[config.mk]
export PLATFORM = sky130hd
export DESIGN_NAME = alu_seq
export DESIGN_NICKNAME = d
export VERILOG_FILES = /design/src/rtl/alu_seq.sv
export SDC_FILE = /design/constraint.sdc
export NUM_CORES = 1
export LEC_CHECK = 0
export ABC_CLOCK_PERIOD_IN_PS = 7000
export CORE_MARGIN = 2
export CORE_UTILIZATION = 57
export CTS_CLUSTER_SIZE = 16
export DETAILED_ROUTE_END_ITERATION = 12
export MAX_ROUTING_LAYER = met4
export PLACE_DENSITY = 0.86
export SETUP_SLACK_MARGIN = 0.2
export SYNTH_ARGS = -nofsm -noshare
export SYNTH_HDL_FRONTEND = slang
export SYNTH_SLANG_ARGS = --single-unit
[constraint.sdc]
create_clock -name clk -period 7 [get_ports clk]
set_input_delay 1.05 -clock clk [delete_from_list [all_inputs] [get_ports clk]]
set_output_delay 1.05 -clock clk [all_outputs]
set_load 0.02 [all_outputs]
[src/rtl/alu_seq.sv]
// alu_seq: handshaked ALU stage. Logic/add/sub ops complete in one cycle,
// sll/srl run on an iterative shifter that moves up to SH_STEP bits/cycle.
//
// Handshake: a request is taken on the rising edge where in_valid && in_ready;
// a result is consumed on the rising edge where out_valid && out_ready. Once
// out_valid rises it stays high, with result/pc_out/ovf/err frozen, until the
// consumer takes it.
module alu_seq #(
  parameter int DATA_W  = 32,
  parameter int ID_W    = 32,
  parameter int SH_STEP = 1
) (
  input  logic              clk,
  input  logic              rst,
  input  logic              in_valid,
  output logic              in_ready,
  input  logic [ID_W-1:0]   instr_id,
  input  logic [DATA_W-1:0] a,
  input  logic [DATA_W-1:0] b,
  input  logic [DATA_W-1:0] pc_in,
  output logic              out_valid,
  input  logic              out_ready,
  output logic [DATA_W-1:0] result,
  output logic [DATA_W-1:0] pc_out,
  output logic              ovf,
  output logic              err,
  output logic [1:0]        dbg_state
);

  // Shift amount width, plus one extra bit so the step size (up to DATA_W)
  // and the remaining count share one width.
  localparam int SH_W  = $clog2(DATA_W);
  localparam int CNT_W = SH_W + 1;
  localparam int MSB   = DATA_W - 1;
  localparam logic [CNT_W-1:0] STEP = CNT_W'(SH_STEP);

  localparam logic [ID_W-1:0] OP_ADD   = ID_W'(1);
  localparam logic [ID_W-1:0] OP_SUB   = ID_W'(2);
  localparam logic [ID_W-1:0] OP_ADDU  = ID_W'(3);
  localparam logic [ID_W-1:0] OP_SUBU  = ID_W'(4);
  localparam logic [ID_W-1:0] OP_ADDI  = ID_W'(5);
  localparam logic [ID_W-1:0] OP_ADDIU = ID_W'(6);
  localparam logic [ID_W-1:0] OP_AND   = ID_W'(7);
  localparam logic [ID_W-1:0] OP_OR    = ID_W'(8);
  localparam logic [ID_W-1:0] OP_ANDI  = ID_W'(9);
  localparam logic [ID_W-1:0] OP_ORI   = ID_W'(10);
  localparam logic [ID_W-1:0] OP_SLL   = ID_W'(11);
  localparam logic [ID_W-1:0] OP_SRL   = ID_W'(12);

  typedef enum logic [1:0] {
    S_IDLE  = 2'd0,
    S_SHIFT = 2'd1,
    S_DONE  = 2'd2
  } state_t;

  state_t              r_state;
  state_t              w_next_state;

  // r_result doubles as the shifter working register while in S_SHIFT.
  logic [DATA_W-1:0]   r_result;
  logic [DATA_W-1:0]   r_pc;
  logic                r_ovf;
  logic                r_err;
  logic                r_shift_left;
  logic [CNT_W-1:0]    r_rem;

  logic [DATA_W-1:0]   w_sum;
  logic [DATA_W-1:0]   w_diff;
  logic [DATA_W-1:0]   w_op_result;
  logic                w_op_ovf;
  logic                w_op_err;
  logic                w_is_shift;
  logic                w_shift_left;
  logic [CNT_W-1:0]    w_shamt;
  logic                w_start_shift;
  logic                w_accept;
  logic [CNT_W-1:0]    w_step;
  logic [CNT_W-1:0]    w_rem_next;
  logic [DATA_W-1:0]   w_shifted;

  assign w_sum         = a + b;
  assign w_diff        = a - b;
  assign w_shamt       = {1'b0, b[SH_W-1:0]};
  assign w_start_shift = w_is_shift && (w_shamt != '0);

  assign in_ready  = (r_state == S_IDLE) || ((r_state == S_DONE) && out_ready);
  assign out_valid = (r_state == S_DONE);
  assign w_accept  = in_valid && in_ready;

  assign result    = r_result;
  assign pc_out    = r_pc;
  assign ovf       = r_ovf;
  assign err       = r_err;
  assign dbg_state = r_state;

  // Shifter step: move min(SH_STEP, remaining) positions this cycle.
  assign w_step     = (r_rem > STEP) ? STEP : r_rem;
  assign w_rem_next = r_rem - w_step;
  assign w_shifted  = r_shift_left ? (r_result << w_step) : (r_result >> w_step);

  // Decode the instruction ID and compute single-cycle results; shifts
  // pass operand a through as the initial working value.
  always_comb begin
    w_op_result  = '0;
    w_op_ovf     = 1'b0;
    w_op_err     = 1'b0;
    w_is_shift   = 1'b0;
    w_shift_left = 1'b0;
    case (instr_id)
      OP_ADD, OP_ADDI: begin
        w_op_result = w_sum;
        w_op_ovf    = (a[MSB] == b[MSB]) && (w_sum[MSB] != a[MSB]);
      end
      OP_SUB: begin
        w_op_result = w_diff;
        w_op_ovf    = (a[MSB] != b[MSB]) && (w_diff[MSB] != a[MSB]);
      end
      OP_ADDU, OP_ADDIU: w_op_result = w_sum;
      OP_SUBU:           w_op_result = w_diff;
      OP_AND, OP_ANDI:   w_op_result = a & b;
      OP_OR, OP_ORI:     w_op_result = a | b;
      OP_SLL: begin
        w_op_result  = a;
        w_is_shift   = 1'b1;
        w_shift_left = 1'b1;
      end
      OP_SRL: begin
        w_op_result = a;
        w_is_shift  = 1'b1;
      end
      default: w_op_err = 1'b1;
    endcase
  end

  // Next-state logic: accepts go to SHIFT only for a non-zero shift amount.
  always_comb begin
    w_next_state = r_state;
    case (r_state)
      S_IDLE: begin
        if (w_accept) w_next_state = w_start_shift ? S_SHIFT : S_DONE;
      end
      S_SHIFT: begin
        if (w_rem_next == '0) w_next_state = S_DONE;
      end
      S_DONE: begin
        if (out_ready) begin
          if (in_valid) w_next_state = w_start_shift ? S_SHIFT : S_DONE;
          else          w_next_state = S_IDLE;
        end
      end
      default: w_next_state = S_IDLE;
    endcase
  end

  // State register.
  always_ff @(posedge clk or posedge rst) begin
    if (rst) r_state <= S_IDLE;
    else     r_state <= w_next_state;
  end

  // Datapath: capture operands on accept, iterate the shifter in S_SHIFT,
  // otherwise hold so outputs stay stable under backpressure.
  always_ff @(posedge clk or posedge rst) begin
    if (rst) begin
      r_result     <= '0;
      r_pc         <= '0;
      r_ovf        <= 1'b0;
      r_err        <= 1'b0;
      r_shift_left <= 1'b0;
      r_rem        <= '0;
    end else if (w_accept) begin
      r_result     <= w_op_result;
      r_pc         <= pc_in + DATA_W'(4);
      r_ovf        <= w_op_ovf;
      r_err        <= w_op_err;
      r_shift_left <= w_shift_left;
      r_rem        <= w_start_shift ? w_shamt : '0;
    end else if (r_state == S_SHIFT) begin
      r_result <= w_shifted;
      r_rem    <= w_rem_next;
    end
  end

endmodule
==> metrics.txt <==
status=finished, final reports clean; category of the most critical setup path=in -> reg; worst-margin pin slew=1.43 ns; top sig layer=met4; Synth Area per Inst=7.46 um^2; Resized cells post-CTS=0; post-route cell area=0.0118 mm^2; Syn Inst Count=1251; # diodes=0; DIE HEIGHT=132 um; CP dominant cell by count=a211oi_2; Slew HR=4.25%; Hold Vio Cnt, Final=0; gr ovfl total=0; num rows=46; commonest non-fill, non-tap cells in the layout=201 x clkdlybuf4s50_1, 123 x nand2_1, 111 x nor2_1; Pint=1.11 mW; crit-path cells=clkdlybuf4s50_1 -> inv_1 -> ha_1 -> nor2_1 -> o311ai_2 -> a21oi_1 -> a211oi_2 -> o31ai_1 -> a211oi_2 -> xnor2_1 -> or4b_1 -> o21ai_1 -> a22o_1; GP Congestion=1.00; dpl cell area=0.0115 mm^2; Clock transition at path regs=0.07 ns; #FFs+latches synth=75; hpwl dp=25.3 mm; fin crit share=67.4%; EDFF count, synth=0; met1 wire length=13.6 mm; root buf cell=clkbuf_16; Nets=1645; die area=0.0174 mm^2; arrival time at the worst endpoint=5.00 ns; clock period minus worst slack=4.72 ns; VDD IR max=0.000114 V; layout cell share with drive strength beyond 1=4.39%; cell family with most CP delay=compound AO/OA/AOI/OAI gates; met2 routed WL=15.6 mm; Sink Count=75; hold bufs inserted after CTS=0; core area=0.0159 mm^2; synthesized area=0.00933 mm^2; Tot GR Track Use=39.1%; combinational share of power=43.0%; sequential area share after synthesis=20.1%; I/O Buffers=201; total CTS buffers=9; Yosys top cell area share=20.1%; clock network power share=27.1%; HP Class=reg -> reg; sw power=0.700 mW; Unique masters post-synth=82; Skew-Pair Late Insertion Delay=0.35 ns; max cap viols=0; Buf+Inv Stages, Crit Path=2; Yosys Warn Count=0; CP peak stage delay=0.71 ns; ys async rst share=100%; antenna viol nets, final=0; setup TNS=0 ns; sw frac=38.6%; TritonCTS clock tree=yes; Layout Area Growth over Synthesis=26.1%; clk_skew=0.0148 ns; Pre-antenna DRT Iters=6; Max stage delay cell, worst path=o31ai_1; Die W=132 um; I/O pins=202; FMAX=212 MHz; routed len/inst=20.7 um; Synth area leader=dfrtp_1; setup violators final=0; detailed router's first-iteration violation count=1108; CTS Buffer Depth=2; largest net degree at the start of global routing=76; fill cell count=1254; RSZ-0062 raised after global routing=no; prevailing post-synth register cell=dfrtp_1; CP endpoint kind=register; Worst EP required=7.28 ns; H-tree levels=3; crit path max fanout=7; wire length on met3=3.28 mm; Vias=10600; final slew viol count=0; Vias/cell=6.53; Synthesized Nets=1489; startpoint types=primary input; top post-synthesis cells by area=dfrtp_1 20%, ha_1 14%, a21oi_1 5.5%; initial antenna violation count=0; Post-CTS Setup Inserts=0; Initial Utilization=58.5%; DR DRC count=0; vias in the first global route=10000; final core occ=73.8%; drt total wl=33.8 mm; pwr dens=154 mW/mm^2; first-pass GRT wire length=53.7 mm; Lkg Pwr=4.91 nW; most common cell after layout, fill and taps aside=clkdlybuf4s50_1; Seq pwr share=29.9%
==> sequential cells by signal, summed over array words and instances, names as in the netlist <==
| register | flops |
|---|---|
| r_shift_left | 1 |
| dbg_state | 2 |
| err | 1 |
| ovf | 1 |
| pc_out | 32 |
| result | 32 |
| r_rem | 6 |
==> tightest hold or removal path: cells and delay by family, from the launching register on <==
kind,cells,cell delay [ns]
AO/OA/AOI/OAI,1,0.06
flip-flops,1,0.34
AND/OR/NAND/NOR,1,0.05
==> final cells by class <==
| class | count | area (um^2) | area share, % |
|---|---|---|---|
| multi-input combinational | 1007 | 6820 | 57.9 |
| timing repair buffer | 216 | 2120 | 18.1 |
| sequential | 75 | 1880 | 16.0 |
| inverter | 98 | 368 | 3.13 |
| tap | 216 | 270 | 2.30 |
| clock buffer | 10 | 239 | 2.03 |
| clock inverter | 6 | 72.6 | 0.617 |
==> cell usage after synthesis (6+ instances only) <==
| master | n |
|---|---|
| nand2_1 | 124 |
| nor2_1 | 111 |
| ha_1 | 104 |
| a21oi_1 | 102 |
| inv_1 | 95 |
| o21ai_0 | 84 |
| dfrtp_1 | 75 |
| clkbuf_1 | 45 |
| nand3_1 | 32 |
| nor3_1 | 27 |
| xor2_1 | 27 |
| a211oi_1 | 26 |
| a221oi_1 | 26 |
| mux2i_1 | 26 |
| o21ai_1 | 26 |
| xnor2_1 | 22 |
| a31oi_1 | 18 |
| buf_2 | 17 |
| nand2b_1 | 14 |
| nor4_1 | 14 |
| nor2b_1 | 13 |
| a21o_1 | 12 |
| and3_1 | 12 |
| o211ai_1 | 11 |
| o21a_1 | 11 |
| a221o_1 | 10 |
| o21bai_1 | 10 |
| nand4_1 | 9 |
| o221ai_1 | 8 |
| o22ai_1 | 8 |
| or3_1 | 8 |
| o31ai_1 | 7 |
| a22oi_1 | 6 |
| buf_1 | 6 |
| nor3b_1 | 6 |
| nor4_2 | 6 |
| o22a_1 | 6 |
| or2_2 | 6 |
==> kinds of logic (layout without fill, tap and decap cells) <==
kind of cell             after synthesis  count (layout)  share of synthesized area [%]
AND/OR/NAND/NOR                      404             404                           20.9
AO/OA/AOI/OAI                        419             419                           29.7
flip-flops                            75              75                           20.1
XOR/XNOR                              49              49                           4.60
adder cells (fa/ha/maj)              106             106                           14.4
buffers and inverters                169             330                           7.19
multiplexers                          29              29                           3.15
==> power groups by stage <==
stage | sequential (mW) | combinational [mW] | clock (mW)
2_1_floorplan | 0.601 | 0.380 | 0
3_3_place_gp | 0.545 | 0.747 | 0
3_5_place_dp | 0.548 | 0.761 | 0
4_1_cts | 0.541 | 0.769 | 0.488
5_1_grt | 0.549 | 0.841 | 0.508
6_report | 0.543 | 0.781 | 0.491
==> per-layer routing <==
| metal | track usage (%) | vias up |
|---|---|---|
| li1 | - | 4856 |
| met1 | 50.4 | 4983 |
| met2 | 62.9 | 673 |
| met3 | 5.04 | 111 |
| met4 | 14.6 | 0 |
| met5 | - | - |
==> per-stage QoR <==
| stage | hold slack, ns | setup WS [ns] | total power, mW | instances |
|---|---|---|---|---|
| 2_1_floorplan | 0.546 | 3.12 | 0.981 | 1251 |
| 3_3_place_gp | 0.458 | 2.09 | 1.29 | 1612 |
| 3_5_place_dp | 0.469 | 2.07 | 1.31 | 1612 |
| 4_1_cts | 0.483 | 2.40 | 1.80 | 1628 |
| 5_1_grt | 0.518 | 2.07 | 1.90 | 1628 |
| 6_report | 0.481 | 2.28 | 1.81 | 1628 |
==> worst paths after layout <==
check	startpoint	endpoint	slack, ns	depth (start not counted)
worst max-delay path	a[1]	ovf	2.28	13
worst min-delay path	pc_out[2]	pc_out[2]	0.48	2
worst max register to register	dbg_state[0]	result[24]	3.70	10
worst min register to register	pc_out[2]	pc_out[2]	0.48	2
max in group asynchronous	rst	result[17]	5.05	3
min in group asynchronous	rst	pc_out[12]	1.33	3
(Power assumes the default switching activity.)
